File: src/rtl/fnd_scan_if.sv
// fnd_scan_if: time word / mode select in, digit anodes and segments out,
// for the 4-digit common-anode 7-segment display on the Basys3 board.
//   master : the side that supplies the time word and watches the display
//   slave  : fnd_scan_controller
// These are free-running level signals with no valid/ready handshake. The
// controller samples fnd_time/sw_mode only at the start of each display frame.
interface fnd_scan_if;
    logic [23:0] fnd_time;   // {hour[23:19], min[18:13], sec[12:7], msec[6:0]}
    logic        sw_mode;    // 0 = sec:msec, 1 = hour:min
    logic [3:0]  fnd_com;    // active-low anodes, bit 0 = rightmost digit
    logic [7:0]  fnd_data;   // active-low {dp,g,f,e,d,c,b,a}

    modport master (
        output fnd_time,
        output sw_mode,
        input  fnd_com,
        input  fnd_data
    );

    modport slave (
        input  fnd_time,
        input  sw_mode,
        output fnd_com,
        output fnd_data
    );
endinterface

File: src/rtl/fnd_scan_controller.sv
// fnd_scan_controller: scans a 4-digit common-anode 7-segment display.
// At each frame start it takes a snapshot of the 24-bit time word and the
// mode select. It shows one pair of fields as four BCD digits, advancing one
// digit every TICK_DIV clocks. The centre dot blinks at 1 Hz (lit while
// msec < 50).
// Optional build macro: FND_LZ_BLANK_EN blanks digit 3 when its value is 0.
module fnd_scan_controller #(
    parameter int CLK_FREQ_HZ = 100_000_000,
    parameter int SCAN_HZ     = 1000
) (
    input  logic          clk,
    input  logic          rst_n,
    fnd_scan_if.slave     bus
);
    localparam int TICK_DIV = CLK_FREQ_HZ / SCAN_HZ;
    localparam int DIV_W    = (TICK_DIV > 2) ? $clog2(TICK_DIV) : 1;
    localparam logic [DIV_W-1:0] DIV_LAST = DIV_W'(TICK_DIV - 1);

`ifdef FND_LZ_BLANK_EN
    localparam bit LZ_BLANK = 1'b1;
`else
    localparam bit LZ_BLANK = 1'b0;
`endif

    generate
        if (TICK_DIV < 2) begin : g_bad_div
            $error("fnd_scan_controller: CLK_FREQ_HZ/SCAN_HZ must be >= 2");
        end
    endgenerate

    logic [DIV_W-1:0] r_div_cnt;
    logic             w_tick;
    logic [1:0]       r_dig;
    logic [23:0]      r_snap_time;
    logic             r_snap_mode;
    logic             r_load;
    logic [3:0]       r_fnd_com;
    logic [7:0]       r_fnd_data;

    logic [6:0]       w_lo;
    logic [6:0]       w_hi;
    logic [3:0]       w_d0;
    logic [3:0]       w_d1;
    logic [3:0]       w_d2;
    logic [3:0]       w_d3;
    logic [7:0]       w_seg;
    logic [3:0]       w_com;

    // Digit value to active-low {g..a}. Anything above 9 is shown as "-".
    function automatic logic [7:0] f_seg(input logic [3:0] v);
        logic [7:0] seg;
        case (v)
            4'd0:    seg = 8'hC0;
            4'd1:    seg = 8'hF9;
            4'd2:    seg = 8'hA4;
            4'd3:    seg = 8'hB0;
            4'd4:    seg = 8'h99;
            4'd5:    seg = 8'h92;
            4'd6:    seg = 8'h82;
            4'd7:    seg = 8'hF8;
            4'd8:    seg = 8'h80;
            4'd9:    seg = 8'h90;
            default: seg = 8'hBF;
        endcase
        return seg;
    endfunction

    assign w_tick = (r_div_cnt == DIV_LAST);

    // Scan-rate divider: wraps after TICK_DIV cycles; the last count is the tick.
    always_ff @(posedge clk or negedge rst_n) begin
        if (!rst_n) begin
            r_div_cnt <= '0;
        end else if (w_tick) begin
            r_div_cnt <= '0;
        end else begin
            r_div_cnt <= r_div_cnt + 1'b1;
        end
    end

    // Digit pointer. The 3->0 wrap starts a frame and captures the snapshot,
    // so all four digits of a frame come from the same time word.
    always_ff @(posedge clk or negedge rst_n) begin
        if (!rst_n) begin
            r_dig       <= 2'd3;
            r_snap_time <= '0;
            r_snap_mode <= 1'b0;
        end else if (w_tick) begin
            r_dig <= r_dig + 2'd1;
            if (r_dig == 2'd3) begin
                r_snap_time <= bus.fnd_time;
                r_snap_mode <= bus.sw_mode;
            end
        end
    end

    // Segment and anode pattern for the digit the pointer now selects.
    // Fields are widened to 7 bits before the divide, so out-of-range values
    // such as msec=127 give d1=12 and show as "-".
    always_comb begin
        w_lo  = '0;
        w_hi  = '0;
        w_seg = 8'hFF;
        w_com = 4'b1111;

        if (r_snap_mode) begin
            w_lo = {1'b0, r_snap_time[18:13]};
            w_hi = {2'b00, r_snap_time[23:19]};
        end else begin
            w_lo = r_snap_time[6:0];
            w_hi = {1'b0, r_snap_time[12:7]};
        end

        w_d0 = 4'(w_lo % 7'd10);
        w_d1 = 4'(w_lo / 7'd10);
        w_d2 = 4'(w_hi % 7'd10);
        w_d3 = 4'(w_hi / 7'd10);

        case (r_dig)
            2'd0: begin
                w_com = 4'b1110;
                w_seg = f_seg(w_d0);
            end
            2'd1: begin
                w_com = 4'b1101;
                w_seg = f_seg(w_d1);
            end
            2'd2: begin
                w_com = 4'b1011;
                w_seg = f_seg(w_d2);
                // Centre dot: lit for the first half of each second.
                if (r_snap_time[6:0] < 7'd50) begin
                    w_seg[7] = 1'b0;
                end
            end
            default: begin
                w_com = 4'b0111;
                w_seg = (LZ_BLANK && (w_d3 == 4'd0)) ? 8'hFF : f_seg(w_d3);
            end
        endcase
    end

    // Output register. It loads one cycle after each tick, so anodes and
    // segments change together. Before the first frame it holds the blank
    // reset pattern.
    always_ff @(posedge clk or negedge rst_n) begin
        if (!rst_n) begin
            r_load     <= 1'b0;
            r_fnd_com  <= 4'b1111;
            r_fnd_data <= 8'hFF;
        end else begin
            r_load <= w_tick;
            if (r_load) begin
                r_fnd_com  <= w_com;
                r_fnd_data <= w_seg;
            end
        end
    end

    assign bus.fnd_com  = r_fnd_com;
    assign bus.fnd_data = r_fnd_data;

endmodule

File: src/flat_wrapper.sv
// flat-port wrapper written by rule: the top's interface ports become plain ports
module fnd_scan_controller_flat 
#(
    parameter int CLK_FREQ_HZ = 100_000_000,
    parameter int SCAN_HZ     = 1000
)
  (clk, rst_n, bus_fnd_time, bus_sw_mode, bus_fnd_com, bus_fnd_data);
  fnd_scan_if bus_i ();
  input  logic clk;
  input  logic rst_n;
  input wire logic [$bits(bus_i.fnd_time)-1:0] bus_fnd_time;
  input wire logic [$bits(bus_i.sw_mode)-1:0] bus_sw_mode;
  output wire logic [$bits(bus_i.fnd_com)-1:0] bus_fnd_com;
  output wire logic [$bits(bus_i.fnd_data)-1:0] bus_fnd_data;
  assign bus_i.fnd_time = bus_fnd_time;
  assign bus_i.sw_mode = bus_sw_mode;
  assign bus_fnd_com = bus_i.fnd_com;
  assign bus_fnd_data = bus_i.fnd_data;
  fnd_scan_controller #(.CLK_FREQ_HZ(CLK_FREQ_HZ), .SCAN_HZ(SCAN_HZ)) u_core (.clk(clk), .rst_n(rst_n), .bus(bus_i));
endmodule
File: config.mk
export PLATFORM = sky130hd
export DESIGN_NAME = fnd_scan_controller_flat
export DESIGN_NICKNAME = d
export VERILOG_FILES = /design/src/rtl/fnd_scan_if.sv /design/src/rtl/fnd_scan_controller.sv /design/src/flat_wrapper.sv
export SDC_FILE = /design/constraint.sdc
export NUM_CORES = 1
export LEC_CHECK = 0
export CORE_ASPECT_RATIO = 2
export CORE_MARGIN = 10
export CORE_UTILIZATION = 55
export CTS_CLUSTER_SIZE = 8
export DETAILED_ROUTE_END_ITERATION = 10
export DONT_BUFFER_PORTS = 1
export GPL_TIMING_DRIVEN = 0
export PLACE_DENSITY = 0.66
export SETUP_SLACK_MARGIN = 0.02
export SLEW_MARGIN = 20
export SYNTH_ARGS = -nofsm -noshare
export SYNTH_HDL_FRONTEND = slang
export SYNTH_SLANG_ARGS = --single-unit
File: constraint.sdc
create_clock -name clk -period 6.1 [get_ports clk]
set_input_delay 0.61 -clock clk [delete_from_list [all_inputs] [get_ports clk]]
set_output_delay 0.61 -clock clk [all_outputs]
set_load 0.05 [all_outputs]
==> results of run 1 <==
layout by cell type, fill, tap and decap left out, drive strengths merged, types with 4 or more instances in the layout:
cell type | Yosys | routed
nand2b | 9 | 9
ha | 38 | 38
nand2 | 50 | 50
a21oi | 21 | 21
a21boi | 7 | 7
a21o | 5 | 5
nand4 | 6 | 6
xnor2 | 8 | 8
dfrtp | 43 | 43
or3 | 5 | 5
nor3 | 10 | 10
inv | 21 | 21
clkbuf | 9 | 20
o21a | 4 | 4
o21ai | 30 | 30
nor2b | 7 | 7
buf | 3 | 4
nor3b | 4 | 4
mux2i | 12 | 12
o22ai | 4 | 4
mux2 | 32 | 32
o2111ai | 6 | 6
a211o | 5 | 5
dfstp | 14 | 14
nand3 | 17 | 17
o31ai | 9 | 9
xor2 | 10 | 10
nor2 | 33 | 33
cells in the mapped netlist, types with 10 or more instances:
library cell and count:
a21oi_1 21, nand2_1 50, ha_1 38, inv_1 21, dfrtp_1 43, mux2i_1 11
nand3_1 17, mux2_2 29, dfstp_2 14, xor2_1 10, o21ai_0 27, nor2_1 32
nor3_1 10
per-stage QoR:
step	cell area [um^2]	std cells	total power (W)	utilization	setup slack [ns]
6_report	4850	583	0.00127	0.620	0.669
4_1_cts	4840	583	0.00127	0.619	0.496
2_1_floorplan	4380	470	0.000659	-	1.50
3_5_place_dp	4500	566	0.000722	0.575	0.525
3_3_place_gp	4500	566	0.000719	0.574	0.597
5_1_grt	4850	583	0.00133	0.620	0.0746
cells by family after synthesis:
family	after synthesis	share of synthesized area
AO/OA/AOI/OAI	125	0.203
XOR/XNOR	18	0.0360
adder cells (fa/ha/maj)	38	0.109
buffers and inverters	33	0.0306
flip-flops	57	0.330
multiplexers	44	0.112
AND/OR/NAND/NOR	155	0.180
power by group through the flow:
| stage | clock (W) | sequential (W) | combinational [W] |
|---|---|---|---|
| floorplan | 0 | 0.000399 | 0.000259 |
| global placement | 0 | 0.000402 | 0.000317 |
| detailed placement | 0 | 0.000403 | 0.000319 |
| CTS | 0.000542 | 0.000397 | 0.000330 |
| global route | 0.000559 | 0.000398 | 0.000374 |
| finish | 0.000534 | 0.000397 | 0.000335 |
worst paths after layout:
check / from / end / slack [ns] / cells past startpoint
worst max-delay path: u_core.r_snap_mode / u_core.bus.fnd_data[5] / 0.67 / 23
min in group clk: bus_fnd_time[3] / u_core.r_snap_time[3] / 0.42 / 1
worst min-delay path: rst_n / u_core.r_snap_time[17] / 0.12 / 1
max in group asynchronous: rst_n / u_core.r_div_cnt[7] / 5.76 / 1
worst min register to register: u_core.r_div_cnt[8] / u_core.r_div_cnt[8] / 0.49 / 1
worst max register to register: u_core.r_snap_mode / u_core.bus.fnd_data[5] / 0.67 / 23
final cells by class:
class | instances | area, um^2
Multi-Input combinational cell | 380 | 2810
Fill cell | 704 | 2980
Clock buffer | 11 | 233
Buffer | 12 | 55.1
Sequential cell | 57 | 1440
Clock inverter | 5 | 80.1
Inverter | 21 | 78.8
Timing Repair Buffer | 1 | 27.5
Tap cell | 96 | 120
worst max-delay path: cells and delay by family (launching register included):
family          cells  cell delay [ns]
compound gates      9             2.15
xor+xnor            1             0.37
fa+ha+maj           3             0.83
buf+inv             5             0.84
flops               1             0.33
simple gates        5             0.83
sequential cells by signal, summed over array words and instances (netlist names):
signal / cells
u_core.bus.fnd_data: 8
u_core.r_load: 1
u_core.r_snap_time: 24
u_core.r_snap_mode: 1
u_core.bus.fnd_com: 4
u_core.r_div_cnt: 17
u_core.r_dig: 2
metal layers:
metal	vias up	track usage	routed length (um)
met5	-	0	0
met4	0	0.0796	261
met3	16	0.0345	443
met2	91	0.297	5380
met1	1716	0.205	4420
li1	1750	-	-
what timing repair did:
| item | CTS | global route |
|---|---|---|
| hold buffers | 1 | 0 |
| endpoints found under the hold margin | 43 | 0 |
| endpoints found under the setup margin | 0 | 3 |
| resized for setup | 0 | 2 |
==> results.json, run 1 <==
{
  "synth.avg_cell_area_um2": 9.31,
  "clkTransAtPathRegs_ns": 0.06,
  "num_rows": 46,
  "maxCapViolCount": 0,
  "synth-seq-cells": 57,
  "grt_pass1_vias": 3554,
  "cts-root-buf": "clkbuf_16",
  "place_hpwl_mm": 7.73,
  "crit_fanout": 10,
  "tightest_slew_ns": 0.735,
  "grt_pass1_wl_mm": 17.8,
  "drt_iter0_drc": 277,
  "cts_tree": "built",
  "cts_buffer_depth": 2,
  "slew_headroom": 0.510,
  "grt_max_degree": 44,
  "die_w_um": 83.1,
  "slowest_delay_ns": 0.37,
  "postSynthNetCount": 535,
  "ys_top_cells_by_area": "dfrtp_1, ha_1, dfstp_2",
  "die_h_um": 146,
  "cp-start-kind": "flop",
  "yosysWarnings": 0,
  "status": "completed",
  "holdWs_ns": 0.116,
  "num_io_pins": 39,
  "p_leak_nw": 2.09,
  "place_congestion": 0.846,
  "power-per-cell-area_nw_per_um2": 261,
  "hold_viol": 0,
  "grt_use_total": 0.175,
  "synth_async_sr_flop_share": 1.00,
  "cts_setup_buffers": 0,
  "combPwrFrac": 0.265,
  "port_buffers": 0,
  "slew_violations": 0,
  "vias_per_cell": 6.13,
  "drive_gt1_frac": 0.170,
  "layout.nets": 547,
  "routedWlPerCell_um": 18.0,
  "seqPwrFrac": 0.314,
  "criticalPathCategory": "reg -> reg",
  "p_int_w": 0.000879,
  "switching_share": 0.305,
  "antenna_found_initial": 0,
  "drcViolationCount": 0,
  "ys_seq_area_frac": 0.330,
  "slowest_stage": "a211oi_4",
  "start_util": 0.559,
  "crit_chain": "buf_6, buf_2, inv_1, a21boi_1, inv_1, ha_1, nor3b_1, a31oi_1, o211a_1, a211oi_4, o21ai_1, a21boi_1, ha_1, nor2_1, a22oi_1, nand2_1, xnor2_1, inv_1, ha_1, nand2b_1, a21oi_1, nor3_1, o2bb2ai_1",
  "htree_levels": 3,
  "finalClockSkew_ns": 0.00891,
  "cts_sinks": 57,
  "crit_path_end_kind": "flop",
  "syn_area_um2": 4380,
  "holdCritPathClass": "in -> async",
  "synth_largest_area_cell": "dfrtp_1",
  "fin_setup_tns_ns": 0,
  "syn_inst": 470,
  "synthToLayoutAreaGrowth_pct": 10.8,
  "cp.required_ns": 6.35,
  "clkLatencyLatePin_ns": 0.33,
  "p_clk_frac": 0.422,
  "p_switching_w": 0.000386,
  "core_um2": 7830,
  "rsz0062_at_grt": "false",
  "cts_buffers": 9,
  "min_period_ns": 5.43,
  "yosysTopAreaCellShare": 0.246,
  "ys.flop_type": "dfrtp_1",
  "synth_edf_count": 0,
  "synth_cell_type_count": 74,
  "totalWireLength_mm": 10.5,
  "worst_ep_arrival_time_ns": 5.68,
  "dr.pass1.iters": 5,
  "setup_viol": 0,
  "gr-total-overflow": 0,
  "vias": 3573,
  "clock.fmax_mhz": 184,
  "fin_crit_sh": 0.890,
  "postRouteAntennaNets": 0,
  "die-area_um2": 12100,
  "antenna_cells": 0,
  "peakVddDrop_mv": 0.202
}
No activity file was read; power rests on OpenSTA's default activity.
==> run 2: changes to the inputs <==
- clock period: 6.1 -> 5.8 ns (I/O delays scaled with it)
==> run 2 against run 1 <==
Effect of this change:
- first-iteration DRC count is 5.8% lower
- worst hold slack worse by 0.030 ns
- largest power group unchanged
- maximum frequency is 2.8% higher
==> results.json, run 2 (same netlist as run 1, synthesis figures left out) <==
{
  "status": "completed",
  "synthToLayoutAreaGrowth_pct": 11.4,
  "tightest_slew_ns": 0.723,
  "drive_gt1_frac": 0.179,
  "grt_pass1_wl_mm": 17.8,
  "r2r_slack_ns": 0.52,
  "grt_max_degree": 44,
  "slew_headroom": 0.515,
  "rr_worst_depth": 25,
  "die_h_um": 146,
  "postRouteAntennaNets": 0,
  "slowest_stage": "dfrtp_1",
  "vias": 3590,
  "cts_buffer_depth": 2,
  "cp-start-kind": "flop",
  "place_hpwl_mm": 7.73,
  "r2r_end": "u_core.bus.fnd_data[3]",
  "cp.required_ns": 6.03,
  "drt_iter0_drc": 261,
  "crit_fanout": 10,
  "clkTransAtPathRegs_ns": 0.06,
  "hold_viol": 0,
  "slew_violations": 0,
  "num_rows": 46,
  "final_cell_mix": "nand2_1, dfrtp_1, ha_1, nor2_1, mux2_2",
  "min_period_ns": 5.28,
  "antenna_cells": 0,
  "port_buffers": 0,
  "core_um2": 7830,
  "criticalPathCategory": "reg -> reg",
  "cp-endpoint": "u_core.bus.fnd_data[3]",
  "crit_path_end_kind": "flop",
  "die-area_um2": 12100,
  "layout.nets": 547,
  "cts_tree": "built",
  "cts_sinks": 57,
  "gr-total-overflow": 0,
  "cpMostUsedCell": "ha_1",
  "holdCritPathClass": "in -> async",
  "crit_family": "compound AO/OA/AOI/OAI gates",
  "peakVddDrop_mv": 0.213,
  "num_io_pins": 39,
  "antenna_found_initial": 0,
  "vias_per_cell": 6.16,
  "finalClockSkew_ns": 0.00908,
  "reg2reg_from": "u_core.r_snap_mode",
  "startpoint": "u_core.r_snap_mode",
  "power-per-cell-area_nw_per_um2": 274,
  "drcViolationCount": 0,
  "slowest_delay_ns": 0.37,
  "setup_viol": 0,
  "p_leak_nw": 2.10,
  "routedWlPerCell_um": 18.1,
  "worst_ep_arrival_time_ns": 5.51,
  "grt_pass1_vias": 3554,
  "clock.fmax_mhz": 189,
  "place_area_um2": 4500,
  "rsz0062_at_grt": "false",
  "regMostFlops": "u_core.r_snap_time",
  "place_congestion": 0.846,
  "totalWireLength_mm": 10.5,
  "cts-root-buf": "clkbuf_16",
  "path_buf_inv": 5,
  "cts_buffers": 9,
  "fin_setup_tns_ns": 0,
  "maxCapViolCount": 0,
  "largest_reg_flops": 24,
  "htree_levels": 3,
  "layout_commonest_cell": "nand2_1",
  "clkLatencyLatePin_ns": 0.33,
  "fin_crit_sh": 0.910,
  "die_w_um": 83.1,
  "start_util": 0.559,
  "final_area_um2": 4880,
  "dr.pass1.iters": 5,
  "grt_use_total": 0.175,
  "cts_setup_buffers": 0,
  "cp_num_cells": 25
}
run 2: cell types whose count changed in the layout (fill, tap and decap cells not counted):
cell      delta
a21boi_0     -1
xnor2_2      +2
xor2_1       -1
xnor2_1      -2
a21boi_2     +1
xor2_2       +1
run 2: routing by layer:
layer  global-route usage  wire length (um)  vias up
met3               0.0345               454       12
met2                0.297              5460       92
li1                     -                 -     1753
met5                    0                 0        -
met1                0.205              4400     1733
met4               0.0796               231        0
run 2: report_power, final:
part | total [W] | switching, W | leakage [nW] | internal, W
sequential | 0.000418 | 0.00000996 | 0.673 | 0.000408
clock | 0.000561 | 0.000186 | 0.146 | 0.000375
combinational | 0.000358 | 0.000213 | 1.28 | 0.000145
total | 0.00134 | 0.000409 | 2.10 | 0.000928
run 2: worst min-delay path by stage:
stage	endpoint	slack, ns	cells after the start
after floorplan	u_core.r_div_cnt[0]	0.28	0
after global placement	u_core.r_snap_time[15]	0.29	0
after detailed placement	u_core.r_snap_time[18]	0.29	0
after CTS	u_core.bus.fnd_data[7]	0.08	0
after global routing	u_core.bus.fnd_data[0]	0.08	0
final	u_core.r_snap_time[17]	0.09	1
run 2: layout make-up:
| cell class | count | area (um^2) |
|---|---|---|
| multi-input combinational | 380 | 2840 |
| clock inverter | 5 | 80.1 |
| inverter | 21 | 78.8 |
| fill | 698 | 2950 |
| sequential | 57 | 1440 |
| timing repair buffer | 1 | 27.5 |
| tap | 96 | 120 |
| buffer | 12 | 55.1 |
| clock buffer | 11 | 233 |
run 2: through the flow:
step	utilization	hold WS [ns]	worst slack, ns	power [W]	instances
finish	0.623	0.0859	0.519	0.00134	583
global route	0.623	0.0822	0.0196	0.00141	583
CTS	0.619	0.0832	0.196	0.00133	583
detailed placement	0.575	0.286	0.225	0.000759	566
global placement	0.574	0.286	0.297	0.000757	566
floorplan	-	0.284	1.20	0.000693	470
run 2: worst reg2reg max path: stages (launching register included):
cell       delay (ns)
dfrtp_1          0.37
buf_6            0.14
buf_2            0.20
inv_1            0.22
a21boi_1         0.14
ha_1             0.28
nor2_1           0.14
a21boi_0         0.11
mux2i_1          0.32
inv_1            0.14
ha_1             0.24
o21ai_0          0.12
o2bb2ai_2        0.17
nand2_1          0.24
xnor2_2          0.24
ha_1             0.29
o21ai_0          0.14
nand2_1          0.11
mux2i_2          0.10
nor2_4           0.22
xor2_2           0.23
inv_1            0.11
ha_1             0.20
mux2_1           0.31
a211oi_1         0.28
o22ai_1          0.13
run 2: repair_timing:
item,in CTS,in global routing
hold buffers,1,0
resized for setup,0,7
endpoints found under the setup margin,0,7
endpoints found under the hold margin,43,0
